--- src/rtl/ifetch_ctrl_if.sv ---
// Instruction-memory request channel and decode-side output channel of the fetch controller.
// The master modport is the fetch controller; the slave modport is memory plus decode.
interface ifetch_ctrl_if #(
   parameter int AW = 32,
   parameter int DW = 32
);
   logic          imem_req;
   logic [AW-1:0] imem_addr;
   logic          imem_ack;
   logic [DW-1:0] imem_rdata;
   logic          out_valid;
   logic          out_ready;
   logic [AW-1:0] out_pc;
   logic [DW-1:0] out_instr;

   modport master (
      output imem_req, imem_addr, out_valid, out_pc, out_instr,
      input  imem_ack, imem_rdata, out_ready
   );

   modport slave (
      input  imem_req, imem_addr, out_valid, out_pc, out_instr,
      output imem_ack, imem_rdata, out_ready
   );
endinterface

--- src/rtl/ifetch_ctrl.sv ---
// Instruction-fetch controller: steers the pc block, issues one memory request at a time
// and buffers {pc, instr} pairs in a 2-entry FIFO toward decode; redirects flush everything.
module ifetch_ctrl #(
   parameter int AW    = 32,
   parameter int DW    = 32,
   parameter int DEPTH = 2
) (
   input  logic          clk,
   input  logic          rst_n,
   input  logic [AW-1:0] pc_q,
   output logic          pc_ld,
   output logic          pc_inc,
   output logic [AW-1:0] pc_d,
   input  logic          redir_valid,
   input  logic [AW-1:0] redir_pc,
   ifetch_ctrl_if.master bus
);

   typedef enum logic [1:0] {IDLE, REQ, DROP} state_t;

   state_t        state_q, state_d;
   logic [AW-1:0] addr_q, addr_d;
   logic [AW-1:0] fifo_pc_q [2];
   logic [AW-1:0] fifo_pc_d [2];
   logic [DW-1:0] fifo_instr_q [2];
   logic [DW-1:0] fifo_instr_d [2];
   logic          rd_ptr_q, rd_ptr_d;
   logic          wr_ptr_q, wr_ptr_d;
   logic [1:0]    count_q, count_d;
   logic          push, pop, flush, fifo_full;

   assign fifo_full     = (count_q == 2'(DEPTH));
   assign pop           = bus.out_valid && bus.out_ready;
   assign pc_d          = redir_pc;
   assign bus.imem_req  = (state_q != IDLE);
   assign bus.imem_addr = addr_q;
   assign bus.out_valid = (count_q != 2'd0);
   assign bus.out_pc    = fifo_pc_q[rd_ptr_q];
   assign bus.out_instr = fifo_instr_q[rd_ptr_q];

   always_comb begin
      state_d = state_q;
      addr_d  = addr_q;
      pc_ld   = 1'b0;
      pc_inc  = 1'b0;
      push    = 1'b0;
      flush   = 1'b0;
      unique case (state_q)
         IDLE: begin
            if (redir_valid) begin
               pc_ld = 1'b1;
               flush = 1'b1;
            end else if (!fifo_full) begin
               addr_d  = pc_q;
               state_d = REQ;
            end
         end
         REQ: begin
            // A redirect racing the ack discards the word and must not advance the pc.
            if (redir_valid) begin
               pc_ld   = 1'b1;
               flush   = 1'b1;
               state_d = bus.imem_ack ? IDLE : DROP;
            end else if (bus.imem_ack) begin
               push    = 1'b1;
               pc_inc  = 1'b1;
               state_d = IDLE;
            end
         end
         DROP: begin
            if (redir_valid) begin
               pc_ld = 1'b1;
               flush = 1'b1;
            end
            if (bus.imem_ack) begin
               state_d = IDLE;
            end
         end
         default: state_d = IDLE;
      endcase
   end

   always_comb begin
      fifo_pc_d    = fifo_pc_q;
      fifo_instr_d = fifo_instr_q;
      rd_ptr_d     = rd_ptr_q;
      wr_ptr_d     = wr_ptr_q;
      count_d      = count_q;
      if (flush) begin
         rd_ptr_d = 1'b0;
         wr_ptr_d = 1'b0;
         count_d  = 2'd0;
      end else begin
         if (push) begin
            fifo_pc_d[wr_ptr_q]    = addr_q;
            fifo_instr_d[wr_ptr_q] = bus.imem_rdata;
            wr_ptr_d               = ~wr_ptr_q;
         end
         if (pop) begin
            rd_ptr_d = ~rd_ptr_q;
         end
         unique case ({push, pop})
            2'b10:   count_d = count_q + 2'd1;
            2'b01:   count_d = count_q - 2'd1;
            default: count_d = count_q;
         endcase
      end
   end

   always_ff @(posedge clk or negedge rst_n) begin
      if (!rst_n) begin
         state_q  <= IDLE;
         addr_q   <= '0;
         rd_ptr_q <= 1'b0;
         wr_ptr_q <= 1'b0;
         count_q  <= 2'd0;
         for (int i = 0; i < 2; i++) begin
            fifo_pc_q[i]    <= '0;
            fifo_instr_q[i] <= '0;
         end
      end else begin
         state_q      <= state_d;
         addr_q       <= addr_d;
         rd_ptr_q     <= rd_ptr_d;
         wr_ptr_q     <= wr_ptr_d;
         count_q      <= count_d;
         fifo_pc_q    <= fifo_pc_d;
         fifo_instr_q <= fifo_instr_d;
      end
   end

endmodule

--- src/flat_wrapper.sv ---
// flat-port wrapper written by rule: the top's interface ports become plain ports
module ifetch_ctrl_flat 
#(
   parameter int AW    = 32,
   parameter int DW    = 32,
   parameter int DEPTH = 2
)
  (clk, rst_n, pc_q, pc_ld, pc_inc, pc_d, redir_valid, redir_pc, bus_imem_req, bus_imem_addr, bus_out_valid, bus_out_pc, bus_out_instr, bus_imem_ack, bus_imem_rdata, bus_out_ready);
  ifetch_ctrl_if #(.AW(AW), .DW(DW)) bus_i ();
  input  logic clk;
  input  logic rst_n;
  input  logic [AW-1:0] pc_q;
  output logic pc_ld;
  output logic pc_inc;
  output logic [AW-1:0] pc_d;
  input  logic redir_valid;
  input  logic [AW-1:0] redir_pc;
  output wire logic [$bits(bus_i.imem_req)-1:0] bus_imem_req;
  output wire logic [$bits(bus_i.imem_addr)-1:0] bus_imem_addr;
  output wire logic [$bits(bus_i.out_valid)-1:0] bus_out_valid;
  output wire logic [$bits(bus_i.out_pc)-1:0] bus_out_pc;
  output wire logic [$bits(bus_i.out_instr)-1:0] bus_out_instr;
  input wire logic [$bits(bus_i.imem_ack)-1:0] bus_imem_ack;
  input wire logic [$bits(bus_i.imem_rdata)-1:0] bus_imem_rdata;
  input wire logic [$bits(bus_i.out_ready)-1:0] bus_out_ready;
  assign bus_imem_req = bus_i.imem_req;
  assign bus_imem_addr = bus_i.imem_addr;
  assign bus_out_valid = bus_i.out_valid;
  assign bus_out_pc = bus_i.out_pc;
  assign bus_out_instr = bus_i.out_instr;
  assign bus_i.imem_ack = bus_imem_ack;
  assign bus_i.imem_rdata = bus_imem_rdata;
  assign bus_i.out_ready = bus_out_ready;
  ifetch_ctrl #(.AW(AW), .DW(DW), .DEPTH(DEPTH)) u_core (.clk(clk), .rst_n(rst_n), .pc_q(pc_q), .pc_ld(pc_ld), .pc_inc(pc_inc), .pc_d(pc_d), .redir_valid(redir_valid), .redir_pc(redir_pc), .bus(bus_i));
endmodule
--- config.mk ---
export PLATFORM = sky130hd
export DESIGN_NAME = ifetch_ctrl_flat
export DESIGN_NICKNAME = d
export VERILOG_FILES = /design/src/rtl/ifetch_ctrl_if.sv /design/src/rtl/ifetch_ctrl.sv /design/src/flat_wrapper.sv
export SDC_FILE = /design/constraint.sdc
export NUM_CORES = 1
export LEC_CHECK = 0
export ABC_AREA = 1
export BUFFER_PORTS_ARGS = -buffer_cell sky130_fd_sc_hd__buf_2
export CAP_MARGIN = 0
export CORE_UTILIZATION = 56
export DETAILED_ROUTE_END_ITERATION = 7
export PLACE_DENSITY_LB_ADDON = 0.1
export SETUP_SLACK_MARGIN = 0.5
export SLEW_MARGIN = 20
export SYNTH_ARGS = -nofsm -noshare
export SYNTH_HDL_FRONTEND = slang
export SYNTH_SLANG_ARGS = --single-unit
--- constraint.sdc ---
create_clock -name clk -period 2.7 [get_ports clk]
set_input_delay 0.135 -clock clk [delete_from_list [all_inputs] [get_ports clk]]
set_output_delay 0.135 -clock clk [all_outputs]
set_load 0.02 [all_outputs]
==> impl_metrics.toml, run 1 <==
[clocking]
cts_root_buffer = "clkbuf_16"
ctsHtreeMaxLevel = 4
cts_tree = "done"
cts_hold_buf = 58
cts_resized = 0
cts_buffer_depth = 2
cts_setup_buffers = 0
clk_pin_slew_ns = 0.06
insertion_delay_ns = 0.42
clock-sinks = 166
cts_made_buffers = 17

[power]
ir_drop_mv = 0.5099
p_leak_nw = 5.378
p_per_area_nw_per_um2 = 913.4

[layout]
drive_gt1_share_pct = 29.77
fill_cells = 1091
areaGrowthSynthToFinish_pct = 22.65
fin_cells = 1265
layout_common_cells = "371 x nand2_1, 167 x buf_2, 165 x dfrtp_1, 110 x o21ai_2, 104 x inv_1"
final_common_cell = "nand2_1"
antenna_cells = 0
fin_nets = 1175
final_util_pct = 70.17

[worst_setup_path]
critPathKind = "reg2out"
arrival_ns = 1.85
worst_setup_path_start_kind = "flip-flop"
critPathCaptureType = "output pin"
critPathMaxFanout = 49
cp.required_ns = 2.57

[global_routing]
gr-total-overflow = 0
grt_pass1_wl_mm = 27.02
grt_antenna_before_repair = 0
grt_use_total_pct = 24.14
grt_pass1_vias = 5607
grt.met3_usage_pct = 5.780
grt_start_max_net_pins = 130
met2_usage_pct = 37.82
busiest_layer = "met2"
met1_usage_pct = 32.10

[placed_design]
gp_congestion = 0.7734
port_buffers = 168
place_hpwl_mm = 10.20
dp.cells = 1175

[synthesis]
yosys-top-cells-area = "dfrtp_1 53%, nand2_1 18%, o21ai_2 12%"
yosys.cell_types.count = 22
synth_area_per_cell_sq_um = 8.809
yosysWarnings = 0
ys_ff_latch = 166
syn-num-nets = 1000
syn_inst = 898
yosysTopAreaCell = "dfrtp_1"
ys_seq_area_share_pct = 52.52
yosys.area.top_type_share_pct = 52.52
syn_area_sq_um = 7910

[detailed_routing]
ant_nets = 0
drc_errors = 0
vias_per_cell = 4.803
vias = 6076
wl_per_cell_um = 13.30
drtIter0Drc = 353
wl_mm = 16.82
drt-pass1-iter-count = 5

[flow_run]
max_cap_violations = 0

[timing]
relSlewSlack_pct = 51.43
timing.fmax_mhz = 504.2
clock_skew_ns = 0.004200
finalSetupViolCount = 0
period_minus_slack_ns = 1.983
fin_setup_tns_ns = 0
slew_viol_final = 0
rsz0062_at_grt = "no"
hold_viol = 0
fin_crit_sh_pct = 73.46
worstMarginPinSlew_ns = 0.7286

[status]
status = "complete, no violations"

[floorplanning]
dieArea_sq_um = 14600
die-width_um = 120.9
row_count = 43
die_h_um = 120.9
start_util_pct = 57.21
core_region_area_sq_um = 13830
io_pins = 233

[hold_path]
min_path_type = "in2reg"
## metrics by stage
stage | setup WS (ns) | area, sq um | power, mW | hold slack [ns]
after detailed placement | 0.9641 | 8512 | 6.403 | 0.2092
after global placement | 0.9720 | 8512 | 6.341 | 0.2070
after global routing | 0.6008 | 9702 | 9.415 | 0.0003744
after floorplan | 1.300 | 7910 | 5.579 | -0.1606
after CTS | 0.6901 | 9692 | 8.931 | 0.000007772
final | 0.7165 | 9702 | 8.861 | 0.008044
## cell usage after synthesis
library cell,n
o211a_1,1
a21oi_1,1
o21ai_1,50
nand3b_2,1
buf_2,8
dfrtp_1,166
buf_6,27
ha_1,1
nand3_1,5
nand3_2,1
nor3_1,1
nor2_4,1
inv_1,105
nor2_1,2
buf_1,9
o21ai_2,110
inv_2,1
nand2_1,371
clkbuf_2,1
nand3b_4,1
buf_4,32
clkbuf_1,3
## report_power, final
part	switching [mW]	internal, mW
Clock	0.923	1.52
Sequential	0.394	3.18
Combinational	1.81	1.04
## sequential cells by signal, indices dropped and copies added, names as in the netlist
| signal | count |
|---|---|
| u_core.fifo_instr_q | 64 |
| u_core.fifo_pc_q | 64 |
| u_core.bus.imem_addr | 32 |
| u_core.count_q | 2 |
| u_core.state_q | 2 |
| u_core.rd_ptr_q | 1 |
| u_core.wr_ptr_q | 1 |
## final cells by class
| type | count | area, sq um | area share, % |
|---|---|---|---|
| repair buffers | 236 | 1593 | 16.42 |
| well taps | 180 | 225.2 | 2.321 |
| clock buffers | 22 | 474.2 | 4.888 |
| clock inverters | 9 | 125.1 | 1.290 |
| flip-flops and latches | 166 | 4155 | 42.83 |
| multi-input cells | 546 | 2731 | 28.15 |
| inverters | 106 | 397.9 | 4.101 |
## critical path, stage by stage, from the launching register on
cell	delay [ns]
dfrtp_2	0.43
inv_2	0.30
buf_12	0.31
nand2_1	0.08
nand2_1	0.12
buf_2	0.18
## final timing paths
kind	from	end	slack, ns	cells after the start
max in group asynchronous	rst_n	u_core.fifo_pc_q[10]	1.59	3
hold reg to reg	u_core.fifo_instr_q[29]	u_core.fifo_instr_q[29]	0.48	2
min in group asynchronous	rst_n	u_core.fifo_instr_q[61]	0.29	2
setup / recovery	u_core.rd_ptr_q	bus_out_pc[19]	0.72	5
hold / removal	bus_imem_rdata[7]	u_core.fifo_instr_q[7]	0.008	3
setup reg to reg	u_core.state_q[1]	u_core.bus.imem_addr[10]	0.96	5
## kinds of logic (layout without fill, tap and decap cells)
family / after synthesis / after routing / share of synthesized area, %
AO/OA/AOI/OAI: 162 / 162 / 15.53
adder cells (fa/ha/maj): 1 / 1 / 0.1582
buffers and inverters: 186 / 373 / 13.05
AND/OR/NAND/NOR: 383 / 383 / 18.74
flip-flops: 166 / 166 / 52.51
## per-layer routing
metal	wire length (um)	up-vias	share of wire, %
met5	0	-	0
met4	385	0	2.3
met3	783	40	4.7
met2	8023	142	48
met1	7627	2816	45
li1	-	3078	-
Note: power is estimated with default switching activity, not from simulation.
==> run 2: changes to the inputs <==
--- a/config.mk
+++ b/config.mk
@@ -5,10 +5,10 @@
 export SDC_FILE = /design/constraint.sdc
 export NUM_CORES = 1
 export LEC_CHECK = 0
-export ABC_AREA = 1
+export ABC_AREA = 0
 export BUFFER_PORTS_ARGS = -buffer_cell sky130_fd_sc_hd__buf_2
 export CAP_MARGIN = 0
-export CORE_UTILIZATION = 56
+export CORE_UTILIZATION = 51
 export DETAILED_ROUTE_END_ITERATION = 7
 export PLACE_DENSITY_LB_ADDON = 0.1
 export SETUP_SLACK_MARGIN = 0.5
==> constraint.sdc (replaced) <==
create_clock -name clk -period 1.9 [get_ports clk]
set_input_delay 0.095 -clock clk [delete_from_list [all_inputs] [get_ports clk]]
set_output_delay 0.095 -clock clk [all_outputs]
set_load 0.02 [all_outputs]
==> impl_metrics.toml, run 2 <==
[status]
status = "complete, no violations"

[synthesis]
synth_xor_area_share_pct = 0.4767
yosys.area.top_type_share_pct = 56.52
synthAdderAreaFrac_pct = 0.1702
yosysMostFrequentCell = "mux2_2"
ys_ff_latch = 166
syn-num-nets = 573
ys_top_cells_by_count = "189 x mux2_2, 166 x dfrtp_1, 38 x buf_4, 30 x mux2_4, 9 x buf_2"
synth_area_per_cell_sq_um = 15.60
ys_async_sr_fraction_pct = 100.0
syn_area_sq_um = 7350
yosysWarnings = 0
syn_inst = 471
synth_simple_gate_area_share_pct = 1.192
synth_ff_type = "dfrtp_1"
synthMuxAreaShare_pct = 35.85
synth-edff-count = 0
yosys.cell_types.count = 27
synth_top_family_by_area = "multiplexers"
ys_seq_area_share_pct = 56.52
synth_compound_area_share_pct = 0.5277
yosys-top-cells-area = "dfrtp_1 57%, mux2_2 29%, mux2_4 6.1%"
yosysTopAreaCell = "dfrtp_1"

[clocking]
cts_made_buffers = 17
cts_tree = "done"
clock-sinks = 166
cts_root_buffer = "clkbuf_16"
clk_pin_slew_ns = 0.06
insertion_delay_ns = 0.43
cts_buffer_depth = 2
ctsHtreeMaxLevel = 4

[detailed_routing]
top_layer = "met4"
met1_length_mm = 7.916
met3_length_um = 932
ant_nets = 0
wl_met2_mm = 10.04
vias = 4897
drtIter0Drc = 163
drc_errors = 0
wl_per_cell_um = 20.54
vias_per_cell = 5.188
wl_mm = 19.39
drt-pass1-iter-count = 4

[placed_design]
port_buffers = 168
gp_congestion = 0.7459
place_ws_ns = 0.07048
place_hpwl_mm = 9.877
dp.cells = 781
placed_cell_area_sq_um = 8376

[timing]
rsz0062_at_grt = "yes"
slew_viol_final = 0
setup_ws_ns = 0.1600
fin_crit_sh_pct = 91.58
relSlewSlack_pct = 64.08
hold_viol = 0
period_minus_slack_ns = 1.740
fin_setup_tns_ns = 0
timing.fmax_mhz = 574.7
worstMarginPinSlew_ns = 0.5389
clock_skew_ns = 0.01030
finalSetupViolCount = 0

[power]
internal-power_mw = 9.655
switching_share_pct = 33.08
p_per_area_nw_per_um2 = 1301
pwr-share-comb_pct = 40.7
ir_drop_mv = 0.7804
pwr-share-clk_pct = 21.8
p_sw_mw = 4.772
p_seq_share_pct = 37.4
p_leak_nw = 5.455

[worst_setup_path]
cp.required_ns = 1.80
critPathKind = "reg2out"
critPathCaptureType = "output pin"
worst_setup_path_start_kind = "flip-flop"
critPathMaxFanout = 9
arrival_ns = 1.64

[floorplanning]
dieArea_sq_um = 14900
row_count = 43
io_pins = 233
die_h_um = 122.0
start_util_pct = 52.54
die-width_um = 122.0
core_region_area_sq_um = 13990

[flow_run]
max_cap_violations = 0

[layout]
final_util_pct = 79.28
design_area_sq_um = 11090
fin_nets = 854
final_common_cell = "dfrtp_1"
drive_gt1_share_pct = 67.80
areaGrowthSynthToFinish_pct = 50.90
layout_common_cells = "163 x dfrtp_1, 158 x buf_2, 120 x mux2_4, 104 x mux2_2, 67 x dlygate4sd3_1"
antenna_cells = 0
fin_cells = 944

[global_routing]
grt_pass1_wl_mm = 27.96
grt_use_total_pct = 25.44
grt_pass1_vias = 5256
grt_start_max_net_pins = 57
grt_antenna_before_repair = 0
gr-total-overflow = 0

[hold_path]
min_path_type = "in2reg"
[run 2: area by class of cell]
| type | count | area (sq um) |
|---|---|---|
| clock inverters | 10 | 82.58 |
| fillers | 785 | 2898 |
| repair buffers | 314 | 2858 |
| well taps | 180 | 225.2 |
| clock buffers | 21 | 450.4 |
| multi-input cells | 252 | 3301 |
| flip-flops and latches | 166 | 4158 |
| inverters | 1 | 16.27 |
[run 2: power by group through the flow]
stage          combinational, mW  sequential (mW)  clock [mW]
2_1_floorplan               3.33             5.39           0
3_3_place_gp                4.76             5.25           0
3_5_place_dp                4.84             5.34           0
4_1_cts                     5.49             5.31        3.19
5_1_grt                     6.21             5.52        3.37
6_report                    5.88             5.40        3.15
[run 2: through the flow]
stage                     total power, mW  hold slack [ns]
after floorplan                     8.712          -0.2006
after global placement              10.01          0.09216
after detailed placement            10.18          0.09786
after CTS                           13.98           0.1550
after global routing                15.10           0.1027
final                               14.43          0.08042
[run 2: worst paths after layout]
path,startpoint,end,slack [ns],cells after the start
max,u_core.rd_ptr_q,bus_out_pc[15],0.16,4
min,bus_out_ready,u_core.rd_ptr_q,0.08,4
max reg2reg,u_core.state_q[1],u_core.bus.imem_addr[2],0.16,4
min reg2reg,u_core.fifo_pc_q[1],u_core.fifo_pc_q[1],0.50,1
max in group asynchronous,rst_n,u_core.bus.imem_addr[20],1.01,3
min in group asynchronous,rst_n,u_core.fifo_instr_q[35],0.20,2
[run 2: repair_timing]
action	CTS	global route
endpoints found under the hold margin	151	0
hold buffers	67	0
pin swaps	1	8
gates resized for setup	79	81
setup buffers	33	11
endpoints found under the setup margin	230	231
cloned	17	4
[run 2: worst max-delay path: stages, from the launching register on]
cell and delay, ns:
dfrtp_2 0.38, buf_4 0.15, clkbuf_16 0.18, mux2_2 0.34, buf_2 0.16
[run 2: logic make-up (layout without fill, tap and decap cells)]
family / after synthesis / count (layout)
AOI/OAI and AO/OA: 6 / 6
xor gates and xnor gates: 4 / 4
DFF: 166 / 166
buffers and inverters: 56 / 346
and+or+nand+nor: 14 / 17
adders and majority gates: 1 / 1
muxes: 224 / 224
[run 2: routing by layer]
metal,vias up,GRT usage [%]
li1,2203,-
met1,2495,29.56
met2,147,44.49
met3,52,6.180
met4,0,10.96
met5,-,0
==> run 3: changes to the inputs <==
==> constraint.sdc (replaced) <==
create_clock -name clk -period 1.8 [get_ports clk]
set_input_delay 0.09 -clock clk [delete_from_list [all_inputs] [get_ports clk]]
set_output_delay 0.09 -clock clk [all_outputs]
set_load 0.02 [all_outputs]
==> impl_metrics.toml, run 3 (same netlist as run 2, synthesis figures left out) <==
[worst_setup_path]
arrival_ns = 1.66
crit_path_cell_trace = "buf_6 -> clkbuf_16 -> mux2_4 -> buf_6"
max_stage_delay_ns = 0.47
cp.required_ns = 1.71
critPathMaxFanout = 6
worst_setup_path_start_kind = "flip-flop"
critPathSlowestCell = "dfrtp_2"
worst-path-buf-inv = 3
critPathKind = "reg2out"
critPathCaptureType = "output pin"
worstReg2RegStart = "u_core.state_q[0]"
reg2reg_depth = 8
r2r-end = "u_core.fifo_pc_q[19]"
cp-startpoint = "u_core.rd_ptr_q"
ff2ff_setup_slack_ns = 0.11
critical-path-top-delay-family = "flip-flops"
worst-path-stages = 4
endpoint = "bus_out_instr[31]"
critPathMostFrequentCell = "buf_6"

[floorplanning]
die-width_um = 122.0
io_pins = 233
row_count = 43
core_region_area_sq_um = 13990
start_util_pct = 52.54
die_h_um = 122.0
dieArea_sq_um = 14900

[status]
status = "complete, no violations"

[layout]
drive_gt1_share_pct = 67.51
fill_cells = 776
final_common_cell = "dfrtp_1"
antenna_cells = 0
layout_common_cells = "164 x dfrtp_1, 138 x buf_2, 121 x mux2_4, 103 x mux2_2, 67 x dlygate4sd3_1"
fin_nets = 841
areaGrowthSynthToFinish_pct = 52.72

[timing]
timing.fmax_mhz = 572.9
period_minus_slack_ns = 1.746
relSlewSlack_pct = 66.32
hold_viol = 0
finalSetupViolCount = 0
slew_viol_final = 0
fin_crit_sh_pct = 96.98
rsz0062_at_grt = "yes"
clock_skew_ns = 0.008488
fin_setup_tns_ns = 0
worstMarginPinSlew_ns = 0.5052

[power]
ir_drop_mv = 0.9521
p_leak_nw = 5.490
power_mw = 16.06
p_per_area_nw_per_um2 = 1430

[clocking]
cts_tree = "done"
cts_made_buffers = 17
insertion_delay_ns = 0.43
clk_pin_slew_ns = 0.06
cts_buffer_depth = 2
cts_root_buffer = "clkbuf_16"
ctsHtreeMaxLevel = 4
clock-sinks = 166

[placed_design]
place_hpwl_mm = 9.900
port_buffers = 168
gp_congestion = 0.7519

[detailed_routing]
drc_errors = 0
wl_per_cell_um = 20.54
drtIter0Drc = 211
vias = 4844
ant_nets = 0
wl_mm = 19.12
vias_per_cell = 5.203
drt-pass1-iter-count = 4

[global_routing]
gr-total-overflow = 0
grt_pass1_vias = 5300
grt_start_max_net_pins = 54
grt_pass1_wl_mm = 28.70
grt_antenna_before_repair = 0
grt_use_total_pct = 26.03

[hold_path]
min_path_type = "in2out"

[flow_run]
max_cap_violations = 0
-- run 3: cell types whose count changed in the layout (fill, tap and decap cells not counted), sizes merged --
cell    change
inv         +1
clkinv      -5
bufinv      +1
clkbuf      +4
buf        -11
nand2       -3
-- run 3: final cells by class --
class | instances | area [sq um] | area share, %
multi-input combinational | 249 | 3251 | 28.96
clock buffer | 24 | 511.7 | 4.559
inverter | 1 | 11.26 | 0.1003
timing repair buffer | 304 | 2977 | 26.52
tap | 180 | 225.2 | 2.006
sequential | 166 | 4156 | 37.03
clock inverter | 7 | 92.59 | 0.8249
-- run 3: worst reg2reg max path, stage by stage, from the launching register on --
cell and delay, ns:
dfrtp_2 0.41, buf_6 0.13, nand4bb_4 0.10, buf_6 0.14, inv_8 0.04, nand2_8 0.12
buf_6 0.14, buf_16 0.13, mux2_2 0.34
-- run 3: per-layer routing --
metal	wire length (um)	GRT usage, %	up-vias
met5	0	0	-
met4	342	8.951	0
met3	1128	6.882	31
met2	9525	43.61	166
met1	8124	32.46	2463
li1	-	-	2184
-- run 3: what timing repair did --
item	4_1_cts	5_1_grt
endpoints found under the hold margin	148	0
endpoints found under the setup margin	230	233
pin swaps	7	6
hold buffers	67	0
cloned	17	3
buffers inserted	25	6
resized for setup	92	109
-- run 3: report_power, final --
group	internal [mW]	switching (mW)	total [mW]	leakage (nW)
clock	2.25	1.42	3.68	0.290
sequential	4.90	0.778	5.68	2.08
combinational	3.78	2.92	6.70	3.12
-- run 3: worst min-delay path by stage --
stage	start	cells after the start	slack (ns)	endpoint
after floorplan	rst_n	0	-0.21	u_core.bus.imem_addr[0]
after global placement	rst_n	1	0.07	u_core.fifo_instr_q[37]
after detailed placement	rst_n	1	0.08	u_core.fifo_instr_q[6]
after CTS	bus_out_ready	5	0.15	u_core.rd_ptr_q
after global routing	redir_pc[18]	0	0.18	pc_d[18]
final	redir_pc[5]	0	0.18	pc_d[5]
-- run 3: stage by stage --
step	hold WS (ns)	instances	setup WS (ns)	area (sq um)	util, %
after floorplan	-0.2056	471	0.1838	7500	-
after detailed placement	0.07560	782	0.04127	8383	59.93
final	0.1800	931	0.05438	11220	80.24
after global placement	0.07216	782	0.05193	8383	59.93
after global routing	0.1800	931	0.01100	11220	80.24
after CTS	0.1538	922	0.05254	10730	76.72
